===== config.mk =====
export PLATFORM = sky130hd
export DESIGN_NAME = hicore_icb_arbt2
export DESIGN_NICKNAME = d
export VERILOG_FILES = /design/src/rtl/hicore_icb_arbt2.sv
export SDC_FILE = /design/constraint.sdc
export NUM_CORES = 1
export LEC_CHECK = 0
export ABC_AREA = 1
export CAP_MARGIN = 20
export CORE_AREA = 2 2 124 126
export DETAILED_ROUTE_END_ITERATION = 12
export DIE_AREA = 0 0 126 128
export PLACE_DENSITY_LB_ADDON = 0.25
export SLEW_MARGIN = 10
export SYNTH_ARGS = -nofsm -noshare
export SYNTH_HDL_FRONTEND = slang
export SYNTH_SLANG_ARGS = --single-unit

===== constraint.sdc =====
create_clock -name clk -period 3.05 [get_ports clk]
set_clock_uncertainty 0.05 [all_clocks]
set_input_delay 0.61 -clock clk [delete_from_list [all_inputs] [get_ports clk]]
set_output_delay 0.61 -clock clk [all_outputs]
set_load 0.01 [all_outputs]

===== src/rtl/hicore_icb_arbt2.sv =====
// Two-master ICB arbiter (m0 = LSU, m1 = IFU) feeding the bus-interface splitter.
// Define HICORE_ICB_ARBT_RR_EN for round-robin arbitration; the default build uses fixed m0 priority.
module hicore_icb_arbt2 #(
  parameter int AW         = 32,
  parameter int DW         = 32,
  parameter int OUTS_DEPTH = 2
) (
  input  logic            clk,
  input  logic            rst_n,

  input  logic            m0_icb_cmd_valid,
  output logic            m0_icb_cmd_ready,
  input  logic            m0_icb_cmd_read,
  input  logic [AW-1:0]   m0_icb_cmd_addr,
  input  logic [DW-1:0]   m0_icb_cmd_wdata,
  input  logic [DW/8-1:0] m0_icb_cmd_wmask,
  output logic            m0_icb_rsp_valid,
  input  logic            m0_icb_rsp_ready,
  output logic            m0_icb_rsp_err,
  output logic [DW-1:0]   m0_icb_rsp_rdata,

  input  logic            m1_icb_cmd_valid,
  output logic            m1_icb_cmd_ready,
  input  logic            m1_icb_cmd_read,
  input  logic [AW-1:0]   m1_icb_cmd_addr,
  input  logic [DW-1:0]   m1_icb_cmd_wdata,
  input  logic [DW/8-1:0] m1_icb_cmd_wmask,
  output logic            m1_icb_rsp_valid,
  input  logic            m1_icb_rsp_ready,
  output logic            m1_icb_rsp_err,
  output logic [DW-1:0]   m1_icb_rsp_rdata,

  output logic            o_icb_cmd_valid,
  input  logic            o_icb_cmd_ready,
  output logic            o_icb_cmd_read,
  output logic [AW-1:0]   o_icb_cmd_addr,
  output logic [DW-1:0]   o_icb_cmd_wdata,
  output logic [DW/8-1:0] o_icb_cmd_wmask,
  input  logic            o_icb_rsp_valid,
  output logic            o_icb_rsp_ready,
  input  logic            o_icb_rsp_err,
  input  logic [DW-1:0]   o_icb_rsp_rdata
);

  // Handshake rule on every channel: a transfer happens in a cycle where valid
  // and ready are both high; valid never waits on ready, and a stalled command
  // keeps its grant until it transfers.

  localparam int PW = (OUTS_DEPTH > 1) ? $clog2(OUTS_DEPTH) : 1;
  localparam int CW = $clog2(OUTS_DEPTH + 1);

  logic [PW-1:0] wptr_q;
  logic [PW-1:0] rptr_q;
  logic [CW-1:0] cnt_q;
  logic          fifo_q [OUTS_DEPTH];
  logic          lock_q;
  logic          lock_sel_q;

  logic sel;
  logic sel_valid;
  logic full;
  logic empty;
  logic head;
  logic cmd_hsk;
  logic rsp_hsk;

`ifdef HICORE_ICB_ARBT_RR_EN
  logic rr_last_q;
`endif

  function automatic logic [PW-1:0] ptr_inc(input logic [PW-1:0] p);
    return (p == PW'(OUTS_DEPTH - 1)) ? '0 : p + 1'b1;
  endfunction

  assign full  = (cnt_q == CW'(OUTS_DEPTH));
  assign empty = (cnt_q == '0);
  assign head  = fifo_q[rptr_q];

  // Grant: a stalled (locked) master is never pre-empted.
  always_comb begin
    sel = 1'b0;
    if (lock_q) begin
      sel = lock_sel_q;
    end else if (m0_icb_cmd_valid && m1_icb_cmd_valid) begin
`ifdef HICORE_ICB_ARBT_RR_EN
      sel = ~rr_last_q;
`else
      sel = 1'b0;
`endif
    end else if (m1_icb_cmd_valid) begin
      sel = 1'b1;
    end
  end

  assign sel_valid = sel ? m1_icb_cmd_valid : m0_icb_cmd_valid;

  // Command path: pure mux, no added latency; full blocks new commands.
  assign o_icb_cmd_valid  = sel_valid & ~full;
  assign o_icb_cmd_read   = sel ? m1_icb_cmd_read  : m0_icb_cmd_read;
  assign o_icb_cmd_addr   = sel ? m1_icb_cmd_addr  : m0_icb_cmd_addr;
  assign o_icb_cmd_wdata  = sel ? m1_icb_cmd_wdata : m0_icb_cmd_wdata;
  assign o_icb_cmd_wmask  = sel ? m1_icb_cmd_wmask : m0_icb_cmd_wmask;
  assign m0_icb_cmd_ready = ~sel & m0_icb_cmd_valid & o_icb_cmd_ready & ~full;
  assign m1_icb_cmd_ready =  sel & m1_icb_cmd_valid & o_icb_cmd_ready & ~full;
  assign cmd_hsk          = o_icb_cmd_valid & o_icb_cmd_ready;

  // Response path: steered by the oldest outstanding command's master.
  assign m0_icb_rsp_valid = o_icb_rsp_valid & ~empty & ~head;
  assign m1_icb_rsp_valid = o_icb_rsp_valid & ~empty &  head;
  assign m0_icb_rsp_err   = o_icb_rsp_err;
  assign m1_icb_rsp_err   = o_icb_rsp_err;
  assign m0_icb_rsp_rdata = o_icb_rsp_rdata;
  assign m1_icb_rsp_rdata = o_icb_rsp_rdata;
  assign o_icb_rsp_ready  = ~empty & (head ? m1_icb_rsp_ready : m0_icb_rsp_ready);
  assign rsp_hsk          = o_icb_rsp_valid & o_icb_rsp_ready;

  always_ff @(posedge clk or negedge rst_n) begin
    if (!rst_n) begin
      wptr_q     <= '0;
      rptr_q     <= '0;
      cnt_q      <= '0;
      lock_q     <= 1'b0;
      lock_sel_q <= 1'b0;
    end else begin
      if (cmd_hsk) begin
        wptr_q <= ptr_inc(wptr_q);
      end
      if (rsp_hsk) begin
        rptr_q <= ptr_inc(rptr_q);
      end
      case ({cmd_hsk, rsp_hsk})
        2'b10:   cnt_q <= cnt_q + CW'(1);
        2'b01:   cnt_q <= cnt_q - CW'(1);
        default: cnt_q <= cnt_q;
      endcase
      if (o_icb_cmd_valid && !o_icb_cmd_ready) begin
        lock_q     <= 1'b1;
        lock_sel_q <= sel;
      end else if (cmd_hsk) begin
        lock_q     <= 1'b0;
      end
    end
  end

  always_ff @(posedge clk or negedge rst_n) begin
    if (!rst_n) begin
      for (int i = 0; i < OUTS_DEPTH; i++) begin
        fifo_q[i] <= 1'b0;
      end
    end else if (cmd_hsk) begin
      fifo_q[wptr_q] <= sel;
    end
  end

`ifdef HICORE_ICB_ARBT_RR_EN
  always_ff @(posedge clk or negedge rst_n) begin
    if (!rst_n) begin
      rr_last_q <= 1'b1;
    end else if (cmd_hsk) begin
      rr_last_q <= sel;
    end
  end
`endif

endmodule


==> impl_metrics.csv <==
group,metric,value,unit
job,drv_cap,0,
global_route,grt_max_degree,42,
global_route,grt_pass1_wl,12200,um
yosys,syn_avg_cell_area,5.14,sq um
place,io_buffers,220,
timing,slew_viol_final,0,
timing,finalHoldViolCount,0,
worst_setup_path,crit_path_start_kind,"input port",
timing,setup_viol,0,
drt,routed_wirelength,8580,um
layout,multi_input_area,1010,sq um
yosys,ys_ff_latch,8,
global_route,overflow,0,
timing,worst_slew_pin_slew,0.362,ns
timing,slew_headroom,75.6,%
cts,clk_pin_slew,0.04,ns
worst_setup_path,worstPathArrival,2.34,ns
power_and_ir_drop,combPwrFrac,85.5,%
layout,drive_gt1_share,2.75,%
floorplan,ios,320,
drt,drtAntennaViolNets,0,
layout,nFillCells,1675,
yosys,synth-warning-count,0,
worst_setup_path,cp_data_required_time,2.39,ns
yosys,synthesis.instances,359,
drt,avgViaCountPerCell,3.65,
worst_setup_path,crit_fanout,15,
power_and_ir_drop,p_per_area,733,nW/um^2
cts,post-cts-setup-buffers,0,
floorplan,fp-row-count,45,
global_route,grt_pass1_vias,2528,
yosys,syn_nets,539,
worst_setup_path,endpoint_kind,"output port",
timing,rsz0062_at_grt,"yes",
worst_setup_path,startpoint,"m1_icb_cmd_valid",
floorplan,die_width,126,um
yosys,yosysUniqueCellTypes,18,
cts,cts_max_level,1,
worst_setup_path,slowest_stage,"clkdlybuf4s50_1",
drt,drt-met1-wl,2950,um
drt,drt_iter0_drc,67,
drt,met2_length,4490,um
worst_setup_path,r2r.worst_path.cells,9,
drt,met3WireLength,781,um
worst_setup_path,reg2reg_from,"lock_q$_DFFE_PN0P_",
cts,clk_path_buf_depth,2,
power_and_ir_drop,switchingPower,0.00130,W
place,placed_area,3800,sq um
min_path,min_to,"lock_sel_q$_DFFE_PN0P_",
drt,route.detailed.drc,0,
floorplan,start_util,12.4,%
global_route,antenna_found_initial,0,
layout,fin_nets,692,
power_and_ir_drop,leakage,2.16,nW
place,dpl.hpwl,6830,um
min_path,hp-start,"lock_sel_q$_DFFE_PN0P_",
yosys,synth-seq-area-share,10.8,%
worst_setup_path,timing.critical_path.cells,"clkdlybuf4s50_1, nand2_1, nand2_2, nand2_4, inv_6, clkbuf_16, nand2_1, nand2_1, clkdlybuf4s50_1",
floorplan,fp.dieH,128,um
worst_setup_path,path_class,"input port to output port",
floorplan,coreArea,14900,sq um
layout,diodes,0,
layout,finalNonFillerCells,698,
worst_setup_path,r2r_slack,1.24,ns
drt,num_vias,2547,
power_and_ir_drop,p_int,0.00163,W
timing,layout_min_cycle_time,3.00,ns
min_path,hold_path_depth,2,
floorplan,die_area,16100,sq um
place,dp_cells,693,
layout,seqCellArea,200,sq um
cts,cts_root_buffer,"clkbuf_16",
layout,areaGrowthSynthToFinish,117,%
timing,finalCritPeriodShare,98.2,%
worst_setup_path,r2r_end,"cnt_q[1]$_DFFE_PN0P_",
timing,setup_tns,0,ns
cts,cts.sinks,8,
power_and_ir_drop,ir_drop,0.000400,V
worst_setup_path,cp_common_cell,"nand2_1",
cts,numCtsBuffers,3,
power_and_ir_drop,p_clk_share,7.6,%
power_and_ir_drop,swShare,44.4,%
place,place.gp.congestion,0.766,
layout,final_common_cell,"nand2_1",
status,status,"finished clean",
global_route,grt_usage,9.14,%
power_and_ir_drop,pwr-share-seq,7.0,%
layout,layout_common_cells,"nand2_1, clkdlybuf4s50_1, dlymetal6s2s_1",
drt,highest_layer,"met4",
yosys,synth_area,1850,sq um
worst_setup_path,cpPeakStageDelay,0.54,ns
drt,wire_per_inst,12.3,um
timing,fmax,334,MHz
cts,cts_tree,"yes",
layout,final_area,4010,sq um
drt,drt_pass1_iterations,4,
cts,clk_latency,0.23,ns
min_path,hp-class,"register to register",
synth_stat cells:
| master | n | area [sq um] |
|---|---|---|
| buf_4 | 68 | 510 |
| dfrtp_1 | 8 | 200 |
| nand2_1 | 229 | 860 |
| nand2_4 | 1 | 11.3 |
| nand3_1 | 4 | 20.0 |
| nor2_1 | 9 | 33.8 |
| nand2_2 | 1 | 6.26 |
| o21ai_1 | 1 | 5.00 |
| inv_4 | 1 | 6.26 |
| ha_1 | 1 | 12.5 |
| nand4_1 | 3 | 18.8 |
| xor2_1 | 1 | 8.76 |
| inv_1 | 13 | 48.8 |
| xnor2_1 | 1 | 8.76 |
| buf_2 | 11 | 55.1 |
| o21ai_0 | 5 | 25.0 |
| a21oi_1 | 1 | 5.00 |
| buf_6 | 1 | 11.3 |
area by class of cell:
class | count | area share [%]
Clock buffer | 3 | 1.87
Inverter | 14 | 1.44
Multi-Input combinational cell | 257 | 25.3
Sequential cell | 8 | 5.00
Tap cell | 188 | 5.87
Timing Repair Buffer | 228 | 60.5
power by group through the flow:
stage / Sequential, W / Combinational, W / Clock, W
after floorplan: 0.000193 / 0.00122 / 0
after global placement: 0.000202 / 0.00248 / 0
after detailed placement: 0.000207 / 0.00248 / 0
after CTS: 0.000206 / 0.00250 / 0.000226
after global routing: 0.000212 / 0.00277 / 0.000234
final: 0.000204 / 0.00251 / 0.000222
critical path: cells and delay by family:
family,cells,cell delay [ns]
buffers and inverters,4,1.35
AND/OR/NAND/NOR,5,0.38
kinds of logic (layout without fill, tap and decap cells):
logic type	count (synthesis)	after routing	synth area share (%)
compound gates	7	7	1.90
fa+ha+maj	1	1	0.677
xor+xnor	2	2	0.949
simple gates	247	247	51.4
buf+inv	94	245	34.2
flops	8	8	10.8
state kept, by name, summed over array words and instances (netlist names):
| register | cells |
|---|---|
| cnt_q | 2 |
| fifo_q | 2 |
| lock_q | 1 |
| lock_sel_q | 1 |
| rptr_q | 1 |
| wptr_q | 1 |
stage by stage:
stage | power, W | worst slack, ns | hold slack, ns | util, %
6_report | 0.00294 | 0.0536 | 0.420 | 26.9
5_1_grt | 0.00322 | -0.0647 | 0.464 | 26.9
3_5_place_dp | 0.00268 | 0.0380 | 0.422 | 25.6
4_1_cts | 0.00293 | 0.0256 | 0.430 | 26.1
3_3_place_gp | 0.00268 | 0.0449 | 0.418 | 25.6
2_1_floorplan | 0.00142 | 1.11 | 0.264 | -
per-layer routing:
metal | vias up | global-route usage (%)
met2 | 128 | 17.7
met5 | - | 0
li1 | 1308 | -
met1 | 1078 | 8.82
met4 | 0 | 4.40
met3 | 33 | 2.67
timing repair:
item,4_1_cts,5_1_grt
resized for setup,0,31
endpoints found under the setup margin,0,61
hold buffers,0,0
how the worst max path moves through the flow:
stage,end,cells past startpoint
global placement,o_icb_cmd_addr[4],9
detailed placement,o_icb_cmd_addr[4],9
CTS,o_icb_cmd_addr[4],9
global route,o_icb_cmd_wdata[25],9
floorplan,cnt_q[1]$_DFFE_PN0P_,10
finish,o_icb_cmd_wdata[20],9
(Power assumes the default switching activity.)
